$ cat src/rtl/delay_replay_if.sv
// delay_replay_if: control, digit and status bundle between the replay counter and its controller
//   master: drives load/start/abort/tick and d1..d4, observes qq1..qq4/busy/done/error_bad_bcd
//   slave:  the counter side
interface delay_replay_if;
  logic load, start, abort, tick;
  logic [3:0] d1, d2, d3, d4;
  logic [3:0] qq1, qq2, qq3, qq4;
  logic busy, done, error_bad_bcd;
  modport master (
    output load, start, abort, tick, d1, d2, d3, d4,
    input  qq1, qq2, qq3, qq4, busy, done, error_bad_bcd
  );
  modport slave (
    input  load, start, abort, tick, d1, d2, d3, d4,
    output qq1, qq2, qq3, qq4, busy, done, error_bad_bcd
  );
endinterface

$ cat src/rtl/delay_replay.sv
// delay_replay: four-digit BCD down-counter replaying a recorded delay, pulsing done at 0000
//   clk, rst_n : system clock, asynchronous active-low reset
//   bus        : load/start/abort/tick and d1..d4 in; qq1..qq4 remaining count, busy, done, error_bad_bcd out
//   AUTO_RELOAD: 1 reloads the shadow value after each done and keeps running until abort
module delay_replay #(
  parameter bit AUTO_RELOAD = 1'b0
) (
  input logic clk,
  input logic rst_n,
  delay_replay_if.slave bus
);
  typedef enum logic [1:0] {IDLE, LOADED, RUN, DONE} state_t;
  state_t state, state_n;
  logic [3:0][3:0] cnt, cnt_n, shadow, shadow_n, din, dec;
  logic bad, borrow, err_q, err_n, busy_q, done_q;
  assign din = {bus.d4, bus.d3, bus.d2, bus.d1};
  assign bad = (bus.d1 > 4'd9) | (bus.d2 > 4'd9) | (bus.d3 > 4'd9) | (bus.d4 > 4'd9);
  // ripple borrow: a zero digit wraps to 9 and passes the borrow up, a non-zero digit absorbs it
  always_comb begin
    borrow = 1'b1;
    dec = cnt;
    for (int i = 0; i < 4; i++) begin
      dec[i] = borrow ? ((cnt[i] == 4'd0) ? 4'd9 : cnt[i] - 4'd1) : cnt[i];
      borrow = borrow & (cnt[i] == 4'd0);
    end
  end
  always_comb begin
    state_n = state;
    cnt_n = cnt;
    shadow_n = shadow;
    err_n = err_q;
    if (bus.abort) begin
      state_n = IDLE;
      cnt_n = '0;
    end else begin
      case (state)
        IDLE, LOADED: begin
          if (bus.load) begin
            cnt_n = bad ? '0 : din;
            shadow_n = bad ? '0 : din;
            err_n = bad;
            state_n = bad ? IDLE : LOADED;
          end else if (bus.start && state == LOADED) begin
            state_n = RUN;
          end
        end
        // zero is detected on the registered count, so a tick at 0000 is simply ignored
        RUN: begin
          state_n = (cnt == '0) ? DONE : RUN;
          cnt_n = (cnt != '0 && bus.tick) ? dec : cnt;
        end
        DONE: begin
          state_n = AUTO_RELOAD ? RUN : IDLE;
          cnt_n = AUTO_RELOAD ? shadow : cnt;
        end
        default: state_n = IDLE;
      endcase
    end
  end
  always_ff @(posedge clk or negedge rst_n) begin
    if (!rst_n) begin
      state <= IDLE;
      cnt <= '0;
      shadow <= '0;
      err_q <= 1'b0;
      busy_q <= 1'b0;
      done_q <= 1'b0;
    end else begin
      state <= state_n;
      cnt <= cnt_n;
      shadow <= shadow_n;
      err_q <= err_n;
      busy_q <= (state_n == RUN);
      done_q <= (state_n == DONE);
    end
  end
  assign bus.qq1 = cnt[0];
  assign bus.qq2 = cnt[1];
  assign bus.qq3 = cnt[2];
  assign bus.qq4 = cnt[3];
  assign bus.busy = busy_q;
  assign bus.done = done_q;
  assign bus.error_bad_bcd = err_q;
endmodule
$ cat src/flat_wrapper.sv
// flat-port wrapper written by rule: the top's interface ports become plain ports
module delay_replay_flat 
#(
  parameter bit AUTO_RELOAD = 1'b0
)
  (clk, rst_n, bus_load, bus_start, bus_abort, bus_tick, bus_d1, bus_d2, bus_d3, bus_d4, bus_qq1, bus_qq2, bus_qq3, bus_qq4, bus_busy, bus_done, bus_error_bad_bcd);
  delay_replay_if bus_i ();
  input logic clk;
  input logic rst_n;
  input wire logic [$bits(bus_i.load)-1:0] bus_load;
  input wire logic [$bits(bus_i.start)-1:0] bus_start;
  input wire logic [$bits(bus_i.abort)-1:0] bus_abort;
  input wire logic [$bits(bus_i.tick)-1:0] bus_tick;
  input wire logic [$bits(bus_i.d1)-1:0] bus_d1;
  input wire logic [$bits(bus_i.d2)-1:0] bus_d2;
  input wire logic [$bits(bus_i.d3)-1:0] bus_d3;
  input wire logic [$bits(bus_i.d4)-1:0] bus_d4;
  output wire logic [$bits(bus_i.qq1)-1:0] bus_qq1;
  output wire logic [$bits(bus_i.qq2)-1:0] bus_qq2;
  output wire logic [$bits(bus_i.qq3)-1:0] bus_qq3;
  output wire logic [$bits(bus_i.qq4)-1:0] bus_qq4;
  output wire logic [$bits(bus_i.busy)-1:0] bus_busy;
  output wire logic [$bits(bus_i.done)-1:0] bus_done;
  output wire logic [$bits(bus_i.error_bad_bcd)-1:0] bus_error_bad_bcd;
  assign bus_i.load = bus_load;
  assign bus_i.start = bus_start;
  assign bus_i.abort = bus_abort;
  assign bus_i.tick = bus_tick;
  assign bus_i.d1 = bus_d1;
  assign bus_i.d2 = bus_d2;
  assign bus_i.d3 = bus_d3;
  assign bus_i.d4 = bus_d4;
  assign bus_qq1 = bus_i.qq1;
  assign bus_qq2 = bus_i.qq2;
  assign bus_qq3 = bus_i.qq3;
  assign bus_qq4 = bus_i.qq4;
  assign bus_busy = bus_i.busy;
  assign bus_done = bus_i.done;
  assign bus_error_bad_bcd = bus_i.error_bad_bcd;
  delay_replay #(.AUTO_RELOAD(AUTO_RELOAD)) u_core (.clk(clk), .rst_n(rst_n), .bus(bus_i));
endmodule
$ cat config.mk
export PLATFORM = sky130hd
export DESIGN_NAME = delay_replay_flat
export DESIGN_NICKNAME = d
export VERILOG_FILES = /design/src/rtl/delay_replay_if.sv /design/src/rtl/delay_replay.sv /design/src/flat_wrapper.sv
export SDC_FILE = /design/constraint.sdc
export NUM_CORES = 1
export LEC_CHECK = 0
export CAP_MARGIN = 20
export CORE_ASPECT_RATIO = 1.25
export CORE_UTILIZATION = 34
export CTS_BUF_LIST = sky130_fd_sc_hd__clkbuf_16
export DETAILED_ROUTE_END_ITERATION = 12
export SLEW_MARGIN = 10
export SYNTH_ARGS = -nofsm -noshare
export SYNTH_HDL_FRONTEND = slang
export SYNTH_SLANG_ARGS = --single-unit
$ cat constraint.sdc
create_clock -name clk -period 2.9 [get_ports clk]
set_clock_uncertainty 0.2 [all_clocks]
set_input_delay 0.58 -clock clk [delete_from_list [all_inputs] [get_ports clk]]
set_output_delay 0.58 -clock clk [all_outputs]
set_load 0.005 [all_outputs]
Word level (Yosys, flattened, before mapping) --
Cells that the tools add are included.
Cells by class: add/subtract/negate cells 4, $lt $le $gt $ge 4, eq/ne operators 11, muxes and demuxes 18, bitwise logic cells 6, reduce and logical (&&, ||, !) cells 15
Operators by type and width (number):
- $mux 16 | 4
- $pmux 16 s2 | 1
- $mux 4 | 7
- $gt 4x4->1 const B | 4
- $logic_not 16->1 | 1
- $logic_not 4->1 | 4
- $reduce_bool 16->1 | 1
- $sub 4x1->4 const B | 4
- $ne 3x2->1 const B | 4
- $reduce_and 4->1 | 3
- $eq 2x2->1 const B | 4
- $mux 2 | 3
- $pmux 2 s3 | 1
- $reduce_and 3->1 | 2
- $ne 3x3->1 const B | 1
- $or 1x1->1 | 3
- $and 1x1->1 | 2
- $eq 2x1->1 const B | 1
- $logic_and 1x1->1 | 2
- $logic_not 2->1 | 1
- $mux 1 | 2
- $ne 2x2->1 const B | 1
- $reduce_or 2->1 | 1
- $not 1->1 | 1
Word-level totals: register bits after elaboration 21, input port bits 22, word-level logic and storage cells 66

Depth between registers and ports, before layout --
Gate-level depths: netlist (run 1).
depth in word-level cells 9, mapped depth 7, mapped depth without buffers 7

Least setup slack after synthesis (run 1) --
Ideal clock, no wire load.
path type flip-flop to flip-flop, from register u_core.cnt (netlist bit u_core.bus.qq2[0]), to register u_core.cnt (netlist bit u_core.bus.qq1[1]), arrival time 1657 ps, data required time 2572 ps, slack 916 ps, cell stages (with the launch flop) 8, path buffers 0, period minus slack after synthesis 1984 ps, cells stage by stage dfrtp_1 inv_1 ha_1 nor3b_4 nand2_2 nor3_4 nor2_2 mux2_1
On the way: word-level cells in the longest chain between the ends 4
RTL lines:
- start, declared | RTL line delay_replay.sv:14 | logic [3:0][3:0] cnt, cnt_n, shadow, shadow_n, din, dec;
- start signal, assigned | RTL line delay_replay.sv:70 | cnt <= cnt_n;
- $reduce_bool 16->1 | RTL line delay_replay.sv:50 | cnt_n = (cnt != '0 && bus.tick) ? dec : cnt;
- $logic_and 1x1->1 | RTL line delay_replay.sv:50
- $ne 3x2->1 (no source line)
- $reduce_and 3->1 (no source line)
Every way passes these cells. A chain may end at the register's enable or synchronous reset.

Final worst setup path (run 1) --
from input port bus_d3[2], to register u_core.cnt (netlist bit u_core.bus.qq1[0])
On the way: word-level cells in the longest chain between the ends 7
RTL lines:
- start, declared | RTL line flat_wrapper.sv:16 | input wire logic [$bits(bus_i.d3)-1:0] bus_d3;
- $gt 4x4->1 | RTL line delay_replay.sv:17 | assign bad = (bus.d1 > 4'd9) | (bus.d2 > 4'd9) | (bus.d3 > 4'd9) | (bus.d4 > 4'd9);
- $or 1x1->1 (2 in a row) | RTL line delay_replay.sv:17
- $mux 16
- $mux 16 | RTL line delay_replay.sv:38 | if (bus.load) begin
- $pmux 16 s2 | RTL line delay_replay.sv:36 | case (state)
- $mux 16 | RTL line delay_replay.sv:32 | if (bus.abort) begin
Every way passes these cells. The select of a mux whose other input is x is not followed.

==> impl_results.md, run 1 <==
* Hold Crit Class: reg2reg
* Hold WS at 0.318 ns
* Synth Area in Simple Gates at 0.238
* Pin count of the biggest net entering global routing at 22
* Fin Setup TNS at 0 ns
* IO Count at 41
* Starting Density at 0.357
* Crit. End Element: register
* Drt total wl at 3.92 mm
* Crit-path slowest cell: or4_1
* Post-synth cell types at 49
* Synth Cell Area at 1460 um2
* Final nets at 233
* Worst-Margin Slew at 0.516 ns
* Fin. Hold Viols at 0
* Hold Path Origin: u_core.bus.error_bad_bcd
* Drt via density at 5.30
* Crit-path max FO at 5
* CTS resizes at 0
* Dpl hpwl at 3.13 mm
* Peak supply drop at 0.186 mV
* Row cnt at 26
* Worst-path clk slew at 0.06 ns
* Root Buffer: clkbuf_16
* Most frequent cell after synthesis: dfrtp_1
* Synth top area cells: dfrtp_1 (36%), o21ai_0 (4.8%), ha_1 (4.3%), a21oi_1 (4.1%), mux2i_1 (4.1%)
* Post-synthesis mux area share at 0.0718
* Worst Setup Path Type: in2reg
* DR pass1 iterations at 4
* Antenna Cells at 0
* Synthesized Nets at 186
* LEAKAGE at 0.817 nW
* Post-CTS Hold Buffers at 0
* RSZ-0062 raised after global routing: no
* Initial antenna violation count at 0
* FF+latch count, synth at 21
* Critical path origin: bus_d3[2]
* TritonCTS clock tree: built
* Power per cell area at 393 nW/um2
* Fmax at 406 MHz
* Top cell type's share of synthesized area at 0.359
* Mapped Cells at 159
* CP max stage delay at 0.47 ns
* CP bufs+invs at 1
* Crit path max-delay family: simple AND/OR/NAND/NOR gates
* Tmin final at 2.47 ns
* Slew headroom at 0.656
* RR Startpoint: u_core.bus.qq2[0]
* Synth Area in XOR/XNOR at 0
* Synth async-reset ratio at 1.00
* Area leader, netlist: dfrtp_1
* Syn-to-layout area delta at 38.5%
* Routability cong. at 0.920
* Synth top cells by count: dfrtp_1 (21), nor2_1 (15), inv_1 (14), o21ai_0 (14), a21oi_1 (12)
* Final Cycle Share at 0.850
* Core footprint at 4100 um2
* Synthesized area per cell at 9.21 um2
* Die height at 75.4 um
* Yosys synthesis warning count at 0
* Most used cell, CP: o21ai_0
* Share of cells above drive strength 1 at 0.137
* Initial DRC count at 75
* Max-cap viol count at 0
* TritonCTS buffer count at 3
* Post-synthesis adder-cell area fraction at 0.0427
* Clock sinks at 21
* Main combinational cell family by area after synthesis: simple AND/OR/NAND/NOR gates
* Clock Latency Late Sink at 0.26 ns
* Final setup fails at 0
* Global-route wire length before repair at 6.28 mm
* Via count at 1,384
* DR WL/cell at 15.0 um
* Top FF cell, synth: dfrtp_1
* Outcome: complete, no violations
* Post-synth EDFFs at 0
* Required time worst endpoint at 2.87 ns
* Drt drc at 0
* ANT nets after route at 0
* CP startpoint kind: primary input
* Sequential area share after synthesis at 0.359
* Post-CTS Setup Inserts at 0
* Post-synthesis compound-gate area fraction at 0.234
* Clk buf depth at 2
* H-tree depth at 1
* Port Buffers at 40
* Critical Path AT at 2.44 ns
* Fill cell count at 411
* Die Wd at 60.7 um
* CP cell instances: clkdlybuf4s50_1, o21ai_0, nand4_1, a21o_1, or4_1, o21ai_0
* Pins Over Slew Limit at 0
* GRT Overall Usage at 0.186
* Die area at 4570 um2
* Vias in the first global route at 1,359
* GR Overflow Total at 0
-- sequential cells by signal (all words and copies together) (netlist names) --
register	flops
u_core.bus.qq2	4
u_core.bus.qq1	4
u_core.state	2
u_core.bus.qq3	4
u_core.bus.error_bad_bcd	1
u_core.bus.busy	1
u_core.bus.done	1
u_core.bus.qq4	4
-- cells by family after synthesis --
| group | count (synthesis) |
|---|---|
| buffers and inverters | 17 |
| adders and majority gates | 5 |
| AOI/OAI and AO/OA | 51 |
| DFF | 21 |
| and+or+nand+nor | 55 |
| muxes | 10 |
-- path summary, 6_finish.rpt --
check                                                 to  slack (ns)  depth (start not counted)
worst max-delay path                   u_core.bus.qq1[0]        0.43                          6
worst min-delay path            u_core.bus.error_bad_bcd        0.32                          1
worst max register to register         u_core.bus.qq1[1]        0.65                          7
worst min register to register  u_core.bus.error_bad_bcd        0.32                          1
max in group asynchronous              u_core.bus.qq4[2]        1.82                          2
min in group asynchronous                u_core.bus.busy        0.46                          2
-- layout by cell type (no fill, tap or decap), drive strengths merged, types with 2 or more instances in the layout --
master	instances
a21o	2
a21oi	12
a22oi	5
a311o	2
and2b	2
buf	5
clkbuf	3
clkdlybuf4s50	40
dfrtp	21
ha	5
inv	14
mux2	4
mux2i	6
nand2	7
nand2b	2
nand3	6
nand4	2
nor2	16
nor3	7
nor3b	4
o21ai	14
o21bai	2
o22ai	2
o31ai	4
or3b	3
-- final cells by class --
type                       count  area [um2]  area share
clock buffer                   3        75.1      0.0370
clock inverter                 1        7.51     0.00370
inverter                      14        52.6      0.0259
multi-input combinational    121         858       0.423
sequential                    21         526       0.259
tap                           56        70.1      0.0346
timing repair buffer          45         438       0.216
-- metrics by stage --
stage / total power [mW] / area [um2] / util / worst slack, ns / std cells
6_report: 0.797 / 2030 / 0.495 / 0.435 / 261
3_3_place_gp: 0.497 / 1940 / 0.474 / 0.149 / 257
3_5_place_dp: 0.500 / 1940 / 0.474 / 0.159 / 257
5_1_grt: 0.832 / 2030 / 0.495 / 0.279 / 261
4_1_cts: 0.804 / 2030 / 0.495 / 0.424 / 261
2_1_floorplan: 0.415 / 1460 / - / 0.916 / 159
-- worst register-to-register path, cell delays in order, from the launching register on --
cell     delay, ns
dfrtp_1       0.40
inv_1         0.11
ha_1          0.21
nor3b_4       0.37
nand2_2       0.11
nor3_4        0.30
nor2_2        0.10
mux2_1        0.33
-- per-layer routing --
metal | wire length, um | up-vias | track usage
met5 | 0 | - | 0
met4 | 57 | 0 | 0.0682
met3 | 158 | 5 | 0.0238
met2 | 2070 | 34 | 0.330
met1 | 1630 | 669 | 0.228
li1 | - | 676 | -
-- power breakdown --
| part | leakage [nW] | internal [mW] | switching [mW] |
|---|---|---|---|
| clock | 0.0371 | 0.187 | 0.116 |
| combinational | 0.495 | 0.0919 | 0.0853 |
| sequential | 0.285 | 0.304 | 0.0128 |
| total | 0.817 | 0.583 | 0.214 |
Power figures use the tool's default switching activity.
==> run 2: changes to the inputs <==
--- a/config.mk
+++ b/config.mk
@@ -9,6 +9,7 @@
 export CORE_ASPECT_RATIO = 1.25
 export CORE_UTILIZATION = 34
 export CTS_BUF_LIST = sky130_fd_sc_hd__clkbuf_16
+export CTS_CLUSTER_SIZE = 24
 export DETAILED_ROUTE_END_ITERATION = 12
 export SLEW_MARGIN = 10
 export SYNTH_ARGS = -nofsm -noshare
==> results of run 2 <==
Same layout as run 1: the final DEF is identical, and so are final timing and power.
==> run 3: changes to the inputs <==
--- a/config.mk
+++ b/config.mk
@@ -11,6 +11,7 @@
 export CTS_BUF_LIST = sky130_fd_sc_hd__clkbuf_16
 export CTS_CLUSTER_SIZE = 24
 export DETAILED_ROUTE_END_ITERATION = 12
+export MAX_ROUTING_LAYER = met4
 export SLEW_MARGIN = 10
 export SYNTH_ARGS = -nofsm -noshare
 export SYNTH_HDL_FRONTEND = slang
==> run 3 against run 2 <==
Against the previous run: clock power about the same; total power about the same; first-iteration DRC count unchanged; register-to-register slack about the same; final cell count unchanged; sequential share of layout area unchanged; via count decreased by 0.79%; sequential power about the same; utilization unchanged.
==> impl_results.md, run 3 (same netlist as run 1, synthesis figures left out) <==
* Row cnt at 26 (unchanged)
* Crit path max-delay family: simple AND/OR/NAND/NOR gates
* Die Wd at 60.7 um (unchanged)
* Final setup fails at 0 (unchanged)
* Starting Density at 0.357 (unchanged)
* GRT Overall Usage at 0.191 (+0.00570)
* Post-CTS Setup Inserts at 0 (unchanged)
* Power per cell area at 393 nW/um2 (about the same)
* CP cell instances: clkdlybuf4s50_1, o21ai_0, nand4_1, a21o_1, or4_1, o21ai_0
* GR Overflow Total at 0 (unchanged)
* DR pass1 iterations at 4 (unchanged)
* Drt drc at 0 (unchanged)
* Initial DRC count at 75 (unchanged)
* Initial antenna violation count at 0 (unchanged)
* Hold Crit Class: reg2reg
* Clock sinks at 21 (unchanged)
* Fmax at 396 MHz (-2.4%)
* Share of cells above drive strength 1 at 0.137 (unchanged)
* Commonest cells after routing, fill and taps aside: clkdlybuf4s50_1 (40), dfrtp_1 (21), nor2_1 (15)
* Tmin final at 2.52 ns (+0.0598 ns)
* Clock Latency Late Sink at 0.26 ns (about the same)
* LEAKAGE at 0.817 nW (unchanged)
* RSZ-0062 raised after global routing: no
* CTS resizes at 0 (unchanged)
* Fin Setup TNS at 0 ns (unchanged)
* TritonCTS clock tree: built
* Syn-to-layout area delta at 38.5% (unchanged)
* Hold WS at 0.316 ns (-0.00151 ns)
* CP max stage delay at 0.47 ns (about the same)
* Global-route wire length before repair at 6.29 mm (+0.21%)
* Worst-Margin Slew at 0.515 ns (-0.00101 ns)
* Crit-path slowest cell: or4_1
* DR WL/cell at 15.1 um (+0.38%)
* CP startpoint kind: primary input
* Pin count of the biggest net entering global routing at 22 (unchanged)
* Port Buffers at 40 (unchanged)
* Core footprint at 4100 um2 (unchanged)
* Max-cap viol count at 0 (unchanged)
* Die height at 75.4 um (unchanged)
* Pins Over Slew Limit at 0 (unchanged)
* Dpl hpwl at 3.13 mm (unchanged)
* Antenna Cells at 0 (unchanged)
* Crit-path max FO at 5 (unchanged)
* Clk buf depth at 2 (unchanged)
* Required time worst endpoint at 2.87 ns (about the same)
* Post-CTS Hold Buffers at 0 (unchanged)
* Root Buffer: clkbuf_16
* Fin. Hold Viols at 0 (unchanged)
* Slew headroom at 0.657 (+0.000671)
* H-tree depth at 1 (unchanged)
* Drt total wl at 3.93 mm (+0.38%)
* Most used cell, CP: o21ai_0
* Die area at 4570 um2 (unchanged)
* Routability cong. at 0.936 (+1.8%)
* Critical Path AT at 2.50 ns (+0.06 ns)
* ANT nets after route at 0 (unchanged)
* Total power at 0.797 mW (about the same)
* Peak supply drop at 0.185 mV (-0.70%)
* Drt via density at 5.26 (-0.79%)
* Via count at 1,373 (-0.79%)
* CP bufs+invs at 1 (unchanged)
* Crit. End Element: register
* Worst-path clk slew at 0.06 ns (about the same)
* Final Cycle Share at 0.871 (+0.0206)
* Multi-input gate area at 858 um2 (unchanged)
* TritonCTS buffer count at 3 (unchanged)
* Fill cell count at 411 (unchanged)
* FF/Latch Area at 526 um2 (unchanged)
* Vias in the first global route at 1,358 (-0.074%)
* Final nets at 233 (unchanged)
* IO Count at 41 (unchanged)
* Outcome: complete, no violations
* Worst Setup Path Type: in2reg
* Commonest non-fill, non-tap cell in the layout: clkdlybuf4s50_1
==> run 3: cell counts in the layout (fill, tap and decap cells not counted) <==
Identical to the previous run, type by type.
==> run 3: final timing paths <==
check,slack [ns],from,to,cells past startpoint
max in group asynchronous,1.82,rst_n,u_core.bus.qq4[3],2
worst min register to register,0.32,u_core.bus.error_bad_bcd,u_core.bus.error_bad_bcd,1
worst max-delay path,0.38,bus_d3[2],u_core.bus.qq1[0],6
min in group asynchronous,0.46,rst_n,u_core.bus.busy,2
worst max register to register,0.64,u_core.bus.qq1[0],u_core.bus.qq1[1],7
worst min-delay path,0.32,u_core.bus.error_bad_bcd,u_core.bus.error_bad_bcd,1
==> run 3: report_power, final <==
part | internal (mW) | switching [mW]
logic | 0.0918 | 0.0853
clock network | 0.187 | 0.115
registers | 0.304 | 0.0129
==> run 3: layout make-up <==
cell class                 count  area share
sequential                    21       0.259
multi-input combinational    121       0.423
inverter                      14      0.0259
clock buffer                   3      0.0370
timing repair buffer          45       0.216
clock inverter                 1     0.00370
tap                           56      0.0346
==> run 3: per-layer routing <==
metal	global-route usage	vias up	part of all wire
li1	-	677	-
met1	0.229	639	0.40
met2	0.330	52	0.53
met3	0.0221	5	0.055
met4	0.0682	0	0.014
met5	-	-	0
==> run 3: through the flow <==
stage | worst slack (ns) | instance area, um2 | cells | utilization
6_report | 0.375 | 2030 | 261 | 0.495
2_1_floorplan | 0.916 | 1460 | 159 | -
4_1_cts | 0.424 | 2030 | 261 | 0.495
3_5_place_dp | 0.159 | 1940 | 257 | 0.474
5_1_grt | 0.280 | 2030 | 261 | 0.495
3_3_place_gp | 0.149 | 1940 | 257 | 0.474
